===== config.mk =====
export PLATFORM = sky130hd
export DESIGN_NAME = instr_fetch
export DESIGN_NICKNAME = d
export VERILOG_FILES = /design/src/rtl/instr_fetch_pkg.sv /design/src/rtl/fetch_fifo.sv /design/src/rtl/instr_fetch.sv
export SDC_FILE = /design/constraint.sdc
export NUM_CORES = 1
export LEC_CHECK = 0
export CAP_MARGIN = 20
export CORE_MARGIN = 2
export CORE_UTILIZATION = 45
export CTS_CLUSTER_SIZE = 40
export DETAILED_ROUTE_END_ITERATION = 12
export HOLD_SLACK_MARGIN = 0.15
export PLACE_DENSITY = 0.75
export RECOVER_POWER = 50
export SLEW_MARGIN = 5
export SYNTH_ARGS = -nofsm -noshare
export SYNTH_HDL_FRONTEND = slang
export SYNTH_SLANG_ARGS = --single-unit
export TNS_END_PERCENT = 1

===== constraint.sdc =====
create_clock -name clk -period 2.1 [get_ports clk]
set_input_delay 0.525 -clock clk [delete_from_list [all_inputs] [get_ports clk]]
set_output_delay 0.525 -clock clk [all_outputs]
set_load 0.01 [all_outputs]

===== src/rtl/instr_fetch_pkg.sv =====
// Shared types and constants for the instruction fetch front end.
package instr_fetch_pkg;

   localparam int unsigned XLEN       = 32;
   localparam int unsigned FIFO_DEPTH = 2;
   localparam int unsigned CNT_W      = 2;

   localparam logic [XLEN-1:0] RESET_PC_DEFAULT = 32'h0000_0000;

   typedef enum logic [1:0] {
      ST_IDLE  = 2'd0,
      ST_RUN   = 2'd1,
      ST_FAULT = 2'd2
   } fetch_state_e;

   // One fetched instruction with the byte address it was read from (64 bits).
   typedef struct packed {
      logic [XLEN-1:0] pc;
      logic [XLEN-1:0] instr;
   } fetch_entry_t;

endpackage


===== src/rtl/fetch_fifo.sv =====
// Shift-register FIFO holding fetched {pc, instr} pairs; entry 0 is always the head.
module fetch_fifo
   import instr_fetch_pkg::*;
(
   input  logic             clk,
   input  logic             reset,
   input  logic             push,
   input  logic             pop,
   input  logic             flush,
   input  fetch_entry_t     push_data,
   output fetch_entry_t     head,
   output logic             valid,
   output logic [CNT_W-1:0] count
);

   fetch_entry_t     entry_q [FIFO_DEPTH];
   fetch_entry_t     entry_d [FIFO_DEPTH];
   logic [CNT_W-1:0] count_q;
   logic [CNT_W-1:0] count_d;
   logic [CNT_W-1:0] wr_idx;
   logic             valid_q;
   logic             valid_d;
   logic             do_pop;
   logic             do_push;

   // A push into a full FIFO is accepted only when the head leaves in the same cycle.
   always_comb begin
      entry_d = entry_q;
      count_d = count_q;
      do_pop  = pop && (count_q != '0);
      do_push = push && ((count_q < CNT_W'(FIFO_DEPTH)) || do_pop);
      wr_idx  = count_q - CNT_W'(do_pop);
      if (flush) begin
         count_d = '0;
      end else begin
         if (do_pop) begin
            for (int unsigned i = 0; i < FIFO_DEPTH - 1; i++) begin
               entry_d[i] = entry_q[i+1];
            end
         end
         for (int unsigned i = 0; i < FIFO_DEPTH; i++) begin
            if (do_push && (wr_idx == CNT_W'(i))) begin
               entry_d[i] = push_data;
            end
         end
         count_d = count_q + CNT_W'(do_push) - CNT_W'(do_pop);
      end
      valid_d = (count_d != '0);
   end

   always_ff @(posedge clk) begin
      if (!reset) begin
         for (int unsigned i = 0; i < FIFO_DEPTH; i++) begin
            entry_q[i] <= '0;
         end
         count_q <= '0;
         valid_q <= 1'b0;
      end else begin
         entry_q <= entry_d;
         count_q <= count_d;
         valid_q <= valid_d;
      end
   end

   assign head  = entry_q[0];
   assign valid = valid_q;
   assign count = count_q;

endmodule


===== src/rtl/instr_fetch.sv =====
// Sequential instruction fetch: PC register, redirect/fault control, 2-deep output queue.
module instr_fetch
   import instr_fetch_pkg::*;
#(
   parameter logic [31:0] RESET_PC = RESET_PC_DEFAULT
) (
   input  logic        clk,
   input  logic        reset,
   input  logic        start,
   input  logic        redirect_valid,
   input  logic [31:0] redirect_pc,
   output logic [31:0] imem_addr,
   input  logic [31:0] imem_data,
   output logic        out_valid,
   input  logic        out_ready,
   output logic [31:0] out_instr,
   output logic [31:0] out_pc,
   output logic        busy,
   output logic        fault,
   output logic [31:0] fault_pc
);

   fetch_state_e     state_q;
   fetch_state_e     state_d;
   logic [31:0]      pc_q;
   logic [31:0]      pc_d;
   logic             fault_q;
   logic             fault_d;
   logic [31:0]      fault_pc_q;
   logic [31:0]      fault_pc_d;
   logic             busy_q;
   logic             busy_d;

   logic             fifo_push;
   logic             fifo_pop;
   logic             fifo_flush;
   logic             fifo_valid;
   logic [CNT_W-1:0] fifo_count;
   fetch_entry_t     fifo_head;
   fetch_entry_t     fetch_entry;
   logic             misaligned;
   logic             has_room;

   assign fifo_pop    = fifo_valid && out_ready;
   assign misaligned  = (redirect_pc[1:0] != 2'b00);
   assign has_room    = (fifo_count < CNT_W'(FIFO_DEPTH)) || fifo_pop;
   assign fetch_entry = '{pc: pc_q, instr: imem_data};

   // Redirect outranks fetch; a misaligned target latches the fault and parks the block.
   always_comb begin
      state_d    = state_q;
      pc_d       = pc_q;
      fault_d    = fault_q;
      fault_pc_d = fault_pc_q;
      fifo_push  = 1'b0;
      fifo_flush = 1'b0;
      case (state_q)
         ST_IDLE: begin
            if (redirect_valid) begin
               if (misaligned) begin
                  fault_d    = 1'b1;
                  fault_pc_d = redirect_pc;
                  fifo_flush = 1'b1;
                  state_d    = ST_FAULT;
               end else begin
                  pc_d = redirect_pc;
               end
            end else if (start) begin
               state_d = ST_RUN;
            end
         end
         ST_RUN: begin
            if (redirect_valid) begin
               fifo_flush = 1'b1;
               if (misaligned) begin
                  fault_d    = 1'b1;
                  fault_pc_d = redirect_pc;
                  state_d    = ST_FAULT;
               end else begin
                  pc_d = redirect_pc;
               end
            end else if (has_room) begin
               fifo_push = 1'b1;
               pc_d      = pc_q + 32'd4;
            end
         end
         ST_FAULT: begin
            fifo_flush = 1'b1;
         end
         default: begin
            state_d = ST_IDLE;
         end
      endcase
      busy_d = (state_d == ST_RUN);
   end

   always_ff @(posedge clk) begin
      if (!reset) begin
         state_q    <= ST_IDLE;
         pc_q       <= RESET_PC;
         fault_q    <= 1'b0;
         fault_pc_q <= '0;
         busy_q     <= 1'b0;
      end else begin
         state_q    <= state_d;
         pc_q       <= pc_d;
         fault_q    <= fault_d;
         fault_pc_q <= fault_pc_d;
         busy_q     <= busy_d;
      end
   end

   fetch_fifo u_fifo (
      .clk       (clk),
      .reset     (reset),
      .push      (fifo_push),
      .pop       (fifo_pop),
      .flush     (fifo_flush),
      .push_data (fetch_entry),
      .head      (fifo_head),
      .valid     (fifo_valid),
      .count     (fifo_count)
   );

   assign imem_addr = {2'b00, pc_q[31:2]};
   assign out_valid = fifo_valid;
   assign out_instr = fifo_head.instr;
   assign out_pc    = fifo_head.pc;
   assign busy      = busy_q;
   assign fault     = fault_q;
   assign fault_pc  = fault_pc_q;

endmodule


Yosys cells after proc, flatten, opt, wreduce, memory -nomap -nowiden
Index checks and enable logic that the tools add are counted.

storage, ports and cells
  flip-flop bits (word level) = 199
  bits of input ports = 69
  output and inout bits = 131
  word-level logic and storage cells = 62

operators by class
  add/sub/neg operators = 4
  $lt $le $gt $ge = 1
  equality and inequality tests = 6
  multiplexer cells = 20
  bitwise logic cells = 1
  reduce and logical (&&, ||, !) cells = 19

operators with widths
  operator                                       number
  two-way mux 32 bit                             4
  two-way mux 64 bit                             2
  one-hot mux 32 bit (2 select lines)            1
  adder 32 x 3 -> 32 bit, second input constant  1
  two-way mux 2 bit                              5
  nonzero test 2 bit                             5
  == test 2 x 1 -> 1 bit, second input constant  3
  two-way mux 1 bit                              6
  one-hot mux 2 bit (3 select lines)             1
  AND reduction 3 bit                            2
  logical AND 1 bit                              5
  zero test 2 bit                                2
  AND reduction 2 bit                            2
  subtractor 2 x 1 -> 2 bit                      2
  inequality test 3 bit, second input constant   1
  one-hot mux 1 bit (3 select lines)             1
  adder 2 x 1 -> 2 bit                           1
  == test 2 bit, second input constant           1
  logical OR 1 bit                               2
  < comparator 2 bit, second input constant      1
  inequality test 2 bit, second input constant   1
  OR reduction 2 bit                             1
  inverter 1 bit                                 1

Longest topological paths before layout
  depth in word-level cells = 10
  gate-level depth with buffers = 11
  mapped depth without buffers = 8

By module
Synthesis repeated with hierarchy kept, for this count alone.

second synthesis, totals
  cells, all modules = 1123
  area total of the unflattened synthesis = 9497.9 sq um

modules (own cells, without submodules)
  module       instances  cells each  area an instance (sq um)  seq. area each (sq um)
  fetch_fifo   1          655         5919.4                    2622.5
  instr_fetch  1          468         3578.4                    1361.3

Worst setup path after synthesis
OpenSTA, ideal clock, no wires.

  path kind = in2reg
  start = input port out_ready
  end = register u_fifo.entry_q[31] (netlist name)
  setup time = 0.132 ns
  arrival time = 2.004 ns
  data required time = 1.968 ns
  path slack = -0.036 ns
  stages on the path = 10
  path buffers = 2
  path through = nand2_1 nor2_1 ha_1 nand4_1 o21a_1 or3_1 clkbuf_1 clkbuf_1 nand2_1 a21oi_1

on the way
  longest elaborated chain between the ends = 8
  elaborated cells on any way between the ends = 12
  those cells by class = 1 x add/sub; 1 x eq/ne; 3 x mux; 7 x reduce/logical

RTL lines
  item                                                               RTL line           source
  start, declared                                                    instr_fetch.sv:15  input logic out_ready,
  logical AND 1 bit (*)                                              instr_fetch.sv:44  assign fifo_pop = fifo_valid && out_ready;
  branches (longest 5 deep; another with subtractor 2 x 1 -> 2 bit)  --
  logical AND 1 bit (*)                                              fetch_fifo.sv:42   if (do_push && (wr_idx == CNT_W'(i))) begin
  AND reduction 2 bit (no source line) (*)                           --
  end signal, assigned                                               fetch_fifo.sv:59   entry_q <= entry_d;
  end, declared                                                      fetch_fifo.sv:16   fetch_entry_t entry_q [FIFO_DEPTH];

Mark *: on every way between the ends.
A chain may end at the register's enable or synchronous reset.

Final worst setup path
  start = register u_fifo.count_q[0] (netlist: u_fifo.count[0])
  end = register u_fifo.entry_q, in the netlist u_fifo.head[37]

on the way
  longest elaborated chain between the ends = 9
  elaborated cells on any way between the ends = 15
  those cells by class = 1 x add/sub; 1 x order compare; 4 x mux; 9 x reduce/logical

RTL lines
  item                                  RTL line                             source
  start, declared                       fetch_fifo.sv:18                     logic [CNT_W-1:0] count_q;
  start signal, assigned                fetch_fifo.sv:60                     count_q <= count_d;
  < comparator 2 bit                    fetch_fifo.sv:31, instr_fetch.sv:46
  logical OR 1 bit                      instr_fetch.sv:46                    assign has_room = (fifo_count < CNT_W'(FIFO_DEPTH)) || fifo_pop;
  two-way mux 1 bit                     instr_fetch.sv:82                    end else if (has_room) begin
  two-way mux 1 bit                     instr_fetch.sv:73                    if (redirect_valid) begin
  two-way mux 1 bit                     instr_fetch.sv:57                    case (state_q)
  logical AND 1 bit                     fetch_fifo.sv:31                     do_push = push && ((count_q < CNT_W'(FIFO_DEPTH)) || do_pop);
  logical AND 1 bit                     fetch_fifo.sv:42
  nonzero test 2 bit (no source line)   --
  AND reduction 2 bit (no source line)  --

Several ways; a longest one is shown, not always the timed one.

==> summary.txt <==
Hold path
  • HP Class: flop to flop

Timing
  • Peak Freq: just under 500 MHz
  • Slew @ Worst Pin: between 0.9 and 1 ns
  • Fin worst setup slack: 0.0361 ns
  • Final Skew: 0.0114 ns
  • Final period utilization: 0.983
  • Min cycle time layout: 2.06 ns
  • Max-slew violations: 0
  • Finish-stage setup viols: 0
  • RSZ-0062 raised after global routing: yes
  • Setup Total Neg Slack: 0 ns
  • Endpoints failing hold: 0
  • Max-slew headroom: 0.388

Clock tree
  • CTS max path bufs: 2
  • CTS tree: yes
  • Clk Latency, worst-skew pair: 0.43 ns
  • Clk root buf: clkbuf_16
  • Clock slew seen by the registers of the worst setup and hold paths: around 0.07 ns
  • H-tree Lvls: 4
  • CTS Buf Count: 17
  • Sink Count: about 200

GRT
  • Initial antenna violation count: 0
  • Global-route wire length before repair: roughly 40000 um
  • Overall Global Routing Usage: 0.233
  • Via count of the first global-routing pass: 7704
  • Remaining Overflow, GRT: 0
  • Largest net degree at the start of global routing: 63

Synth
  • Synthesis-stage register bit count: 199
  • Yosys top cell area share: 0.437
  • Asr flop ratio synth: 0
  • Top FF cell, synth: dfxtp_1
  • Synth warnings: 0
  • Seq/Total Area, Yosys: 0.437
  • Post-synthesis cell count: approximately 1100
  • Syn avg cell area: around 8 sq um
  • Area leader, netlist: dfxtp_1
  • Largest cells by area after synthesis: dfxtp_1 (44%), a21oi_1 (10%), nand2_1 (9.2%)
  • Most frequent cell after synthesis: nand2_1
  • Top cells by count, synth: nand2_1 (224), dfxtp_1 (199), a21oi_1 (183)
  • Post-synth cell types: 55
  • Mapped cell area: 9120 sq um
  • Number of flops mapped to enable cells by yosys: 0

Floorplanning
  • Die height: 146 um
  • # rows: 52
  • Die Footprint: 21400 sq um
  • Starting density of the core: 0.455
  • Die width: 146 um
  • IO Count: 200
  • CORE AREA: 20000 sq um

Route
  • First drt pass iteration count: 6
  • WL final: ~26000 um
  • Top Metal Used: met4
  • # DRC: 0
  • WL met3: about 1500 um
  • Via-to-Cell Ratio: 5.34
  • M1 WL: 11100 um
  • Metal2 WL: 12200 um
  • Vias: 8211
  • Starting DRT DRC Count: 670
  • Final ANT Viol Nets: 0
  • Drt wl/cell: 16.6 um

Worst setup path
  • Required @ worst endpoint: 2.42 ns
  • Worst setup EP type: flop
  • Worst setup SP type: flop
  • Worst Path Arrival: 2.38 ns
  • Crit path kind: flop to flop
  • Crit-path max FO: 8

Pwr
  • Worst IR drop on VDD: 0.550 mV
  • Leak Pwr: between 4 and 5 nW
  • P per Cell Area: around 700 nW/um^2

Finish
  • Area occupied by registers: 3990 sq um
  • Fin area: 12100 sq um
  • Final nets: 1326
  • Footprint of the multi-input gates: 4100 sq um
  • Fillers: 1773
  • # diodes: 0
  • Area Overhead vs Synth: 32.5%
  • Share of cells above drive strength 1: 0.141

Place
  • Placed cell areas: 11300 sq um
  • Detailed placement HPWL: 17200 um
  • Number of port buffers: 197
  • Dpl ws: -0.634 ns
  • GPL Wtd Cong: between 0.8 and 0.9

Status
  • Status: finished clean

Job
  • MaxCap Viol Count: 0
==> area by class of cell <==
| cell class | instances | area share |
|---|---|---|
| inverters | 8 | 0.00248 |
| well taps | 270 | 0.0279 |
| repair buffers | 304 | 0.249 |
| flip-flops and latches | 199 | 0.330 |
| clock buffers | 18 | 0.0355 |
| clock inverters | 14 | 0.0151 |
| multi-input cells | 724 | 0.339 |
==> power by group <==
part	internal, mW	switching [mW]
registers	3.89	0.0747
logic	0.532	0.542
clock network	1.91	1.53
total	6.33	2.15
==> state kept, by name, summed over array words and instances (netlist names) <==
| register | flops |
|---|---|
| u_fifo.entry_q | 64 |
| u_fifo.head | 64 |
| fault_pc | 32 |
| pc_q | 32 |
| state_q | 2 |
| u_fifo.count | 2 |
| busy | 1 |
| fault | 1 |
| u_fifo.valid | 1 |
==> path summary, 6_finish.rpt <==
check             slack [ns]  cells after the start             from         endpoint
hold / removal          0.45                      2      fault_pc[7]      fault_pc[7]
setup reg to reg        0.04                     11  u_fifo.count[0]  u_fifo.head[37]
setup / recovery        0.04                     11  u_fifo.count[0]  u_fifo.head[37]
hold reg to reg         0.45                      2      fault_pc[7]      fault_pc[7]
==> cells by family after synthesis <==
family / share of synthesized area
other cells: 0.000411
compound gates: 0.190
fa+ha+maj: 0.00411
xor+xnor: 0.00192
simple gates: 0.163
mux: 0.0768
flops: 0.437
buf+inv: 0.128
==> layer usage <==
metal  GRT usage  vias to the layer above
li1            -                     4042
met1       0.301                     3838
met2       0.388                      283
met3      0.0450                       48
met4      0.0854                        0
met5           0                        -
==> critical path, cell delays in order, from the launching register on <==
cell	delay [ns]
dfxtp_2	0.34
nor2_4	0.12
nor2_4	0.06
ha_4	0.16
buf_6	0.12
o21a_4	0.21
nor3_4	0.23
buf_6	0.16
buf_16	0.11
buf_12	0.13
mux2i_1	0.21
a21oi_1	0.09
==> through the flow <==
step	cells	util	hold slack, ns	total power, mW
finish	1537	0.603	0.450	8.48
global route	1537	0.603	0.472	8.79
CTS	1537	0.601	0.456	8.57
detailed placement	1498	0.562	0.446	5.13
global placement	1498	0.562	0.440	5.12
floorplan	1118	-	0.436	4.59
==> placed cells by master (no fill, tap or decap), types with 4 or more instances in the layout <==
master	instances
a22oi_1	7
nor2_1	27
a21oi_1	180
a311oi_1	4
dfxtp_1	191
mux2i_2	4
dfxtp_2	8
clkbuf_16	17
o21ai_0	79
nand2_1	223
mux2i_1	66
nand3_1	12
inv_1	6
buf_4	77
nor3_1	25
o22ai_1	5
and4_1	5
inv_6	6
buf_12	13
nand4_1	9
clkdlybuf4s50_1	111
o221ai_1	6
and3_1	4
clkbuf_2	4
clkbuf_1	4
nor4_2	4
dlygate4sd3_1	82
buf_6	5
o31ai_1	4
==> timing repair <==
action | CTS | global route
resized for setup | 13 | 27
pin swaps | 8 | 13
hold buffers | 0 | 0
setup buffers | 3 | 0
endpoints found under the setup margin | 131 | 143
gates cloned | 4 | 0
No activity file was read; power rests on OpenSTA's default activity.
